**config.mk**
```make
export PLATFORM = sky130hd
export DESIGN_NAME = sdiv16_seq
export DESIGN_NICKNAME = d
export VERILOG_FILES = /design/src/rtl/sdiv16_seq.sv
export SDC_FILE = /design/constraint.sdc
export NUM_CORES = 1
export LEC_CHECK = 0
export CAP_MARGIN = 15
export CORE_UTILIZATION = 50
export DETAILED_ROUTE_END_ITERATION = 16
export GPL_ROUTABILITY_DRIVEN = 0
export PLACE_DENSITY = 0.72
export RECOVER_POWER = 50
export SYNTH_ARGS = -nofsm -noshare
export SYNTH_HDL_FRONTEND = slang
export SYNTH_SLANG_ARGS = --single-unit
```
**constraint.sdc**
```tcl
create_clock -name Clock -period 2.76 [get_ports Clock]
set_input_delay 0.552 -clock Clock [delete_from_list [all_inputs] [get_ports Clock]]
set_output_delay 0.552 -clock Clock [all_outputs]
set_load 0.05 [all_outputs]
```
**src/rtl/sdiv16_seq.sv**
```systemverilog
// Sequential signed divider: restoring division on magnitudes, one quotient bit
// per cycle, followed by a sign-fix cycle and a one-cycle done pulse.
module sdiv16_seq #(
  parameter int WIDTH = 16
) (
  input  logic             Clock,
  input  logic             Reset,
  input  logic             iStart,
  input  logic [WIDTH-1:0] iDividend,
  input  logic [WIDTH-1:0] iDivisor,
  output logic             oBusy,
  output logic             oDone,
  output logic [WIDTH-1:0] oQuotient,
  output logic [WIDTH-1:0] oRemainder,
  output logic             oDivZero,
  output logic             oOverflow
);

  localparam int CW = $clog2(WIDTH + 1);
  localparam logic [WIDTH-1:0] MOST_NEG = {1'b1, {(WIDTH-1){1'b0}}};

  typedef enum logic [1:0] {IDLE, CALC, FIX, DONE} state_t;

  state_t           state_q, state_d;
  logic [CW-1:0]    cnt_q, cnt_d;
  logic [WIDTH:0]   rem_q, rem_d;
  logic [WIDTH-1:0] quo_q, quo_d;
  logic [WIDTH-1:0] dvs_q, dvs_d;
  logic             negq_q, negq_d;
  logic             negr_q, negr_d;
  logic             dz_q, dz_d;
  logic             ov_q, ov_d;
  logic [WIDTH-1:0] oquo_q, oquo_d;
  logic [WIDTH-1:0] orem_q, orem_d;
  logic             odz_q, odz_d;
  logic             oov_q, oov_d;

  // Trial subtraction is one bit wider than the partial remainder so its MSB is the sign.
  logic [WIDTH+1:0] shifted;
  logic [WIDTH+1:0] diff;
  logic             unused_bits;

  assign shifted     = {rem_q, quo_q[WIDTH-1]};
  assign diff        = shifted - {2'b00, dvs_q};
  assign unused_bits = shifted[WIDTH+1];

  always_comb begin
    state_d = state_q;
    cnt_d   = cnt_q;
    rem_d   = rem_q;
    quo_d   = quo_q;
    dvs_d   = dvs_q;
    negq_d  = negq_q;
    negr_d  = negr_q;
    dz_d    = dz_q;
    ov_d    = ov_q;
    oquo_d  = oquo_q;
    orem_d  = orem_q;
    odz_d   = odz_q;
    oov_d   = oov_q;
    case (state_q)
      IDLE: begin
        if (iStart) begin
          // Negating the most-negative value yields itself, which read unsigned is 2^(WIDTH-1).
          quo_d   = iDividend[WIDTH-1] ? -iDividend : iDividend;
          dvs_d   = iDivisor[WIDTH-1]  ? -iDivisor  : iDivisor;
          rem_d   = '0;
          cnt_d   = CW'(WIDTH);
          negq_d  = iDividend[WIDTH-1] ^ iDivisor[WIDTH-1];
          negr_d  = iDividend[WIDTH-1];
          dz_d    = (iDivisor == '0);
          ov_d    = (iDividend == MOST_NEG) && (iDivisor == '1);
          odz_d   = 1'b0;
          oov_d   = 1'b0;
          state_d = CALC;
        end
      end
      CALC: begin
        if (!diff[WIDTH+1]) begin
          rem_d = diff[WIDTH:0];
          quo_d = {quo_q[WIDTH-2:0], 1'b1};
        end else begin
          rem_d = shifted[WIDTH:0];
          quo_d = {quo_q[WIDTH-2:0], 1'b0};
        end
        cnt_d = cnt_q - CW'(1);
        if (cnt_q == CW'(1)) state_d = FIX;
      end
      FIX: begin
        // A zero divisor leaves the dividend magnitude in the remainder already; only the quotient is forced.
        oquo_d  = dz_q ? '1 : (negq_q ? -quo_q : quo_q);
        orem_d  = negr_q ? -rem_q[WIDTH-1:0] : rem_q[WIDTH-1:0];
        odz_d   = dz_q;
        oov_d   = ov_q;
        state_d = DONE;
      end
      DONE: state_d = IDLE;
      default: state_d = IDLE;
    endcase
  end

  always_ff @(posedge Clock or negedge Reset) begin
    if (!Reset) begin
      state_q <= IDLE;
      cnt_q   <= '0;
      rem_q   <= '0;
      quo_q   <= '0;
      dvs_q   <= '0;
      negq_q  <= 1'b0;
      negr_q  <= 1'b0;
      dz_q    <= 1'b0;
      ov_q    <= 1'b0;
      oquo_q  <= '0;
      orem_q  <= '0;
      odz_q   <= 1'b0;
      oov_q   <= 1'b0;
    end else begin
      state_q <= state_d;
      cnt_q   <= cnt_d;
      rem_q   <= rem_d;
      quo_q   <= quo_d;
      dvs_q   <= dvs_d;
      negq_q  <= negq_d;
      negr_q  <= negr_d;
      dz_q    <= dz_d;
      ov_q    <= ov_d;
      oquo_q  <= oquo_d;
      orem_q  <= orem_d;
      odz_q   <= odz_d;
      oov_q   <= oov_d;
    end
  end

  assign oBusy      = (state_q == CALC) || (state_q == FIX);
  assign oDone      = (state_q == DONE);
  assign oQuotient  = oquo_q;
  assign oRemainder = orem_q;
  assign oDivZero   = odz_q;
  assign oOverflow  = oov_q;

endmodule
```
# Yosys cells after proc, flatten, opt, wreduce, memory -nomap -nowiden
# Cells that the tools add are included.
# totals
out_inout_bits	36
ff_bits	94
# op_classes
reduce_logical	10
n_eq_ne	8
muxes	19
bitwise	1
add_sub_neg	6
# ops
cell	count
two-way mux 16 bit	6
negation 16 bit	4
two-way mux 17 bit	2
case mux 17 bit (2 select lines)	1
equality test 16 bit, second input constant	2
case mux 16 bit (2 select lines)	1
subtractor 18 x 16 -> 18 bit	1
zero test 16 bit	1
case mux 5 bit (2 select lines)	1
case mux 2 bit (4 select lines)	1
AND reduction 2 bit	4
equality test 5 x 1 -> 1 bit, second input constant	1
two-way mux 5 bit	1
subtractor 5 x 1 -> 5 bit, second input constant	1
equality test 2 bit, second input constant	2
two-way mux 2 bit	2
inequality test 2 bit, second input constant	2
case mux 1 bit (2 select lines)	2
nonzero test 2 bit	2
equality test 2 x 1 -> 1 bit, second input constant	1
zero test 2 bit	1
two-way mux 1 bit	2
logical AND 1 bit	1
logical OR 1 bit	1
bitwise XOR 1 bit	1

# Longest topological paths before layout
# logic_depth
ltp_word	4
ltp_mapped	11
ltp_nobuf	11

# Worst setup path after synthesis
# OpenSTA, ideal clock, no wires.
# synth_timing
path_type	flip-flop to flip-flop
startpoint	register quo_q[15]
endpoint	register rem_q[14]
stages_incl_launch_ff	12
setup_time_ns	0.134
path_slack_ns	0.262
arrival_time_ns	2.364
path_cell_list	dfrtp_1 inv_1 ha_1 inv_1 fa_1 a21o_1 a221o_1 a31o_2 o21ba_1 and4_1 nor3_2 o31ai_1
# synth_via
elab_chain_len	3
# synth_lines
item	line	text
start, declared	27	logic [WIDTH-1:0] quo_q, quo_d;
start signal, assigned	121	quo_q <= quo_d;
subtractor 18 x 16 -> 18 bit	44	assign diff = shifted - {2'b00, dvs_q};
two-way mux 17 bit	79	if (!diff[WIDTH+1]) begin
case mux 17 bit (2 select lines)	61	case (state_q)
end signal, assigned	120	rem_q <= rem_d;
end, declared	26	logic [WIDTH:0] rem_q, rem_d;
# No other way between the ends.
# A chain may end at the register's enable or synchronous reset.

# Worst setup path in the final report
# Ends and elaborated chain as after synthesis.

==> results_dict.tcl <==
set metrics [dict create \
    track_usage_pct 22.6 \
    vdd_drop_max_v 0.000533 \
    crit_required_ns 2.98 \
    die_w_microns 113 \
    finClkSkew_ns 0.00767 \
    placed_cells 896 \
    status "finished, final reports clean" \
    hp-class "input port to async pin" \
    antenna_left 0 \
    syn-mean-instance-area_sq_um 8.81 \
    clock_tree.buffer_depth 2 \
    port-buffer-count 70 \
    yosys.area.top_type_share_pct 38.5 \
    dr.pass1.iters 5 \
    final.setup.tns_ns 0 \
    antenna_found_initial 0 \
    start_kind "register" \
    syn_inst 694 \
    nets 823 \
    dieArea_sq_um 12700 \
    rsz0062_at_grt "no" \
    die_h_microns 113 \
    yosysWarnings 0 \
    synth_top_area_cell "dfrtp_1" \
    relSlewSlack_pct 16.0 \
    fin_util_pct 61.0 \
    maxCapViolCount 0 \
    grt_remaining_overflow 0 \
    final_cell_mix "dfrtp_1, nand2_1, nor2_1" \
    clock_sinks 94 \
    final.min_clock_period_ns 2.65 \
    p_leak_uw 0.00320 \
    grt_pass1_wl_microns 23000 \
    crit_arrival_ns 2.87 \
    drive_gt1_share_pct 8.24 \
    io-pin-count 71 \
    hold_viol 0 \
    floorplan.initialDensity_pct 51.1 \
    slew_viol_final 0 \
    remaining_drc_errors 0 \
    postCtsSetupBuffers 0 \
    ys_seq_area_share_pct 38.5 \
    holdBufCountCts 0 \
    dp_hpwl_microns 10300 \
    diodes 0 \
    core-area_sq_um 12000 \
    synth_fp_nets 757 \
    h-tree-depth 3 \
    ys_ff_latch 94 \
    synth-edff-count 0 \
    crit_path_start "quo_q[15]" \
    grt_max_degree 53 \
    finalCritPeriodShare_pct 95.9 \
    cts_buffers 9 \
    p_per_area_nw_per_um2 1410 \
    clock_latency_ns 0.34 \
    crit_type "register to register" \
    synth_ff_type "dfrtp_1" \
    synth_area_leaders "dfrtp_1, xor2_1, ha_1, nand2_1, nor2_1" \
    cts_tree "done" \
    end_kind "register" \
    final_cell_count_no_fill 912 \
    finalSetupViolCount 0 \
    area_delta_synth_final_pct 19.4 \
    r2r_slack_ns 0.11 \
    tightest_slew_ns 1.26 \
    ys_types 63 \
    wire_per_inst_microns 14.8 \
    wl_microns 13500 \
    grt_pass1_vias 4808 \
    power_uw 10300 \
    vias 5115 \
    vias_per_cell 5.61 \
    fillers 1056 \
    async_reset_ff_share_pct 100 \
    core.rowCount 40 \
    cp_max_fo 4 \
    layout_commonest_cell "dfrtp_1" \
    fmaxAchievable_mhz 378 \
    drt_iter0_drc 350 \
    timing.rr.start "quo_q[15]" \
    netlist_area_sq_um 6120 \
    root_buffer "clkbuf_16" \
    path_clk_slew_ns 0.06 \
]
[routing by layer]
layer / GRT usage (%) / routed length, microns / up-vias
met2: 35.3 / 6110 / 119
met4: 8.00 / 224 / 0
met3: 2.43 / 456 / 18
met5: 0 / 0 / -
li1: - / - / 2572
met1: 32.6 / 6670 / 2406
[metrics by stage]
| step | setup WS (ns) | instance area (sq um) | hold slack [ns] |
|---|---|---|---|
| after floorplan | 0.262 | 6120 | 0.256 |
| after global placement | 0.179 | 7050 | 0.464 |
| after detailed placement | 0.0933 | 7050 | 0.466 |
| after CTS | 0.0813 | 7330 | 0.218 |
| after global routing | 0.00186 | 7300 | 0.480 |
| final | 0.112 | 7300 | 0.393 |
[flip-flops by register name, summed over array words and instances (netlist names)]
register	count
oRemainder	16
ov_q	1
negr_q	1
dvs_q	16
dz_q	1
cnt_q	5
quo_q	16
negq_q	1
oQuotient	16
oOverflow	1
state_q	2
oDivZero	1
rem_q	17
[power breakdown]
group / switching [uW] / internal [uW]
clock: 537 / 661
sequential: 602 / 2010
combinational: 3800 / 2650
total: 4940 / 5320
[worst max-delay path: stages, from the launching register on]
cell and delay, ns:
dfrtp_1 0.39, inv_2 0.09, ha_1 0.16, inv_1 0.05
fa_1 0.39, a21o_1 0.18, a221o_1 0.34, a31o_2 0.28
o21ba_1 0.22, and4_1 0.22, nor3_2 0.10, o31ai_1 0.08
[what timing repair did]
action | in CTS | in global routing
endpoints found under the setup margin | 0 | 1
hold endpoints to repair | 0 | 0
gates resized for setup | 0 | 1
[path summary, 6_finish.rpt]
| check | end | cells past startpoint |
|---|---|---|
| setup / recovery | rem_q[14] | 11 |
| hold / removal | oRemainder[11] | 1 |
| setup reg to reg | rem_q[14] | 11 |
| hold reg to reg | dvs_q[15] | 2 |
| max in group asynchronous | dvs_q[14] | 2 |
| min in group Clock | dvs_q[15] | 2 |
[cell usage after synthesis (4+ instances only)]
library cell,instances
mux2_2,9
a32oi_1,5
a31oi_1,4
xor2_1,40
nor2_1,70
nor3_1,6
dfrtp_1,94
nand4_1,4
o211ai_1,4
nand3_1,12
nand2b_1,9
nor2b_1,6
or3_1,9
clkbuf_1,25
o21ai_1,18
o21ai_0,52
nor4_1,5
a21oi_1,45
a211oi_1,4
mux2i_1,24
o31ai_1,19
buf_1,4
and3_1,4
xnor2_1,30
or4_1,4
inv_1,32
ha_1,27
nand2_1,78
a21o_1,6
[logic make-up (layout without fill, tap and decap cells)]
logic type	Yosys count	after routing	synth area share [%]
flip-flops	94	94	38.5
AND/OR/NAND/NOR	223	223	17.4
buffers and inverters	64	135	4.13
AO/OA/AOI/OAI	182	182	18.6
XOR/XNOR	70	70	10.0
multiplexers	33	33	5.59
adder cells (fa/ha/maj)	28	28	5.85
[area by class of cell]
cell class | count | area (sq um) | area share, %
timing repair buffer | 87 | 836 | 11.4
sequential | 94 | 2350 | 32.2
clock inverter | 5 | 32.5 | 0.446
multi-input combinational | 536 | 3520 | 48.3
clock buffer | 11 | 253 | 3.46
tap | 147 | 184 | 2.52
inverter | 32 | 120 | 1.65
No activity file was read; power rests on OpenSTA's default activity.
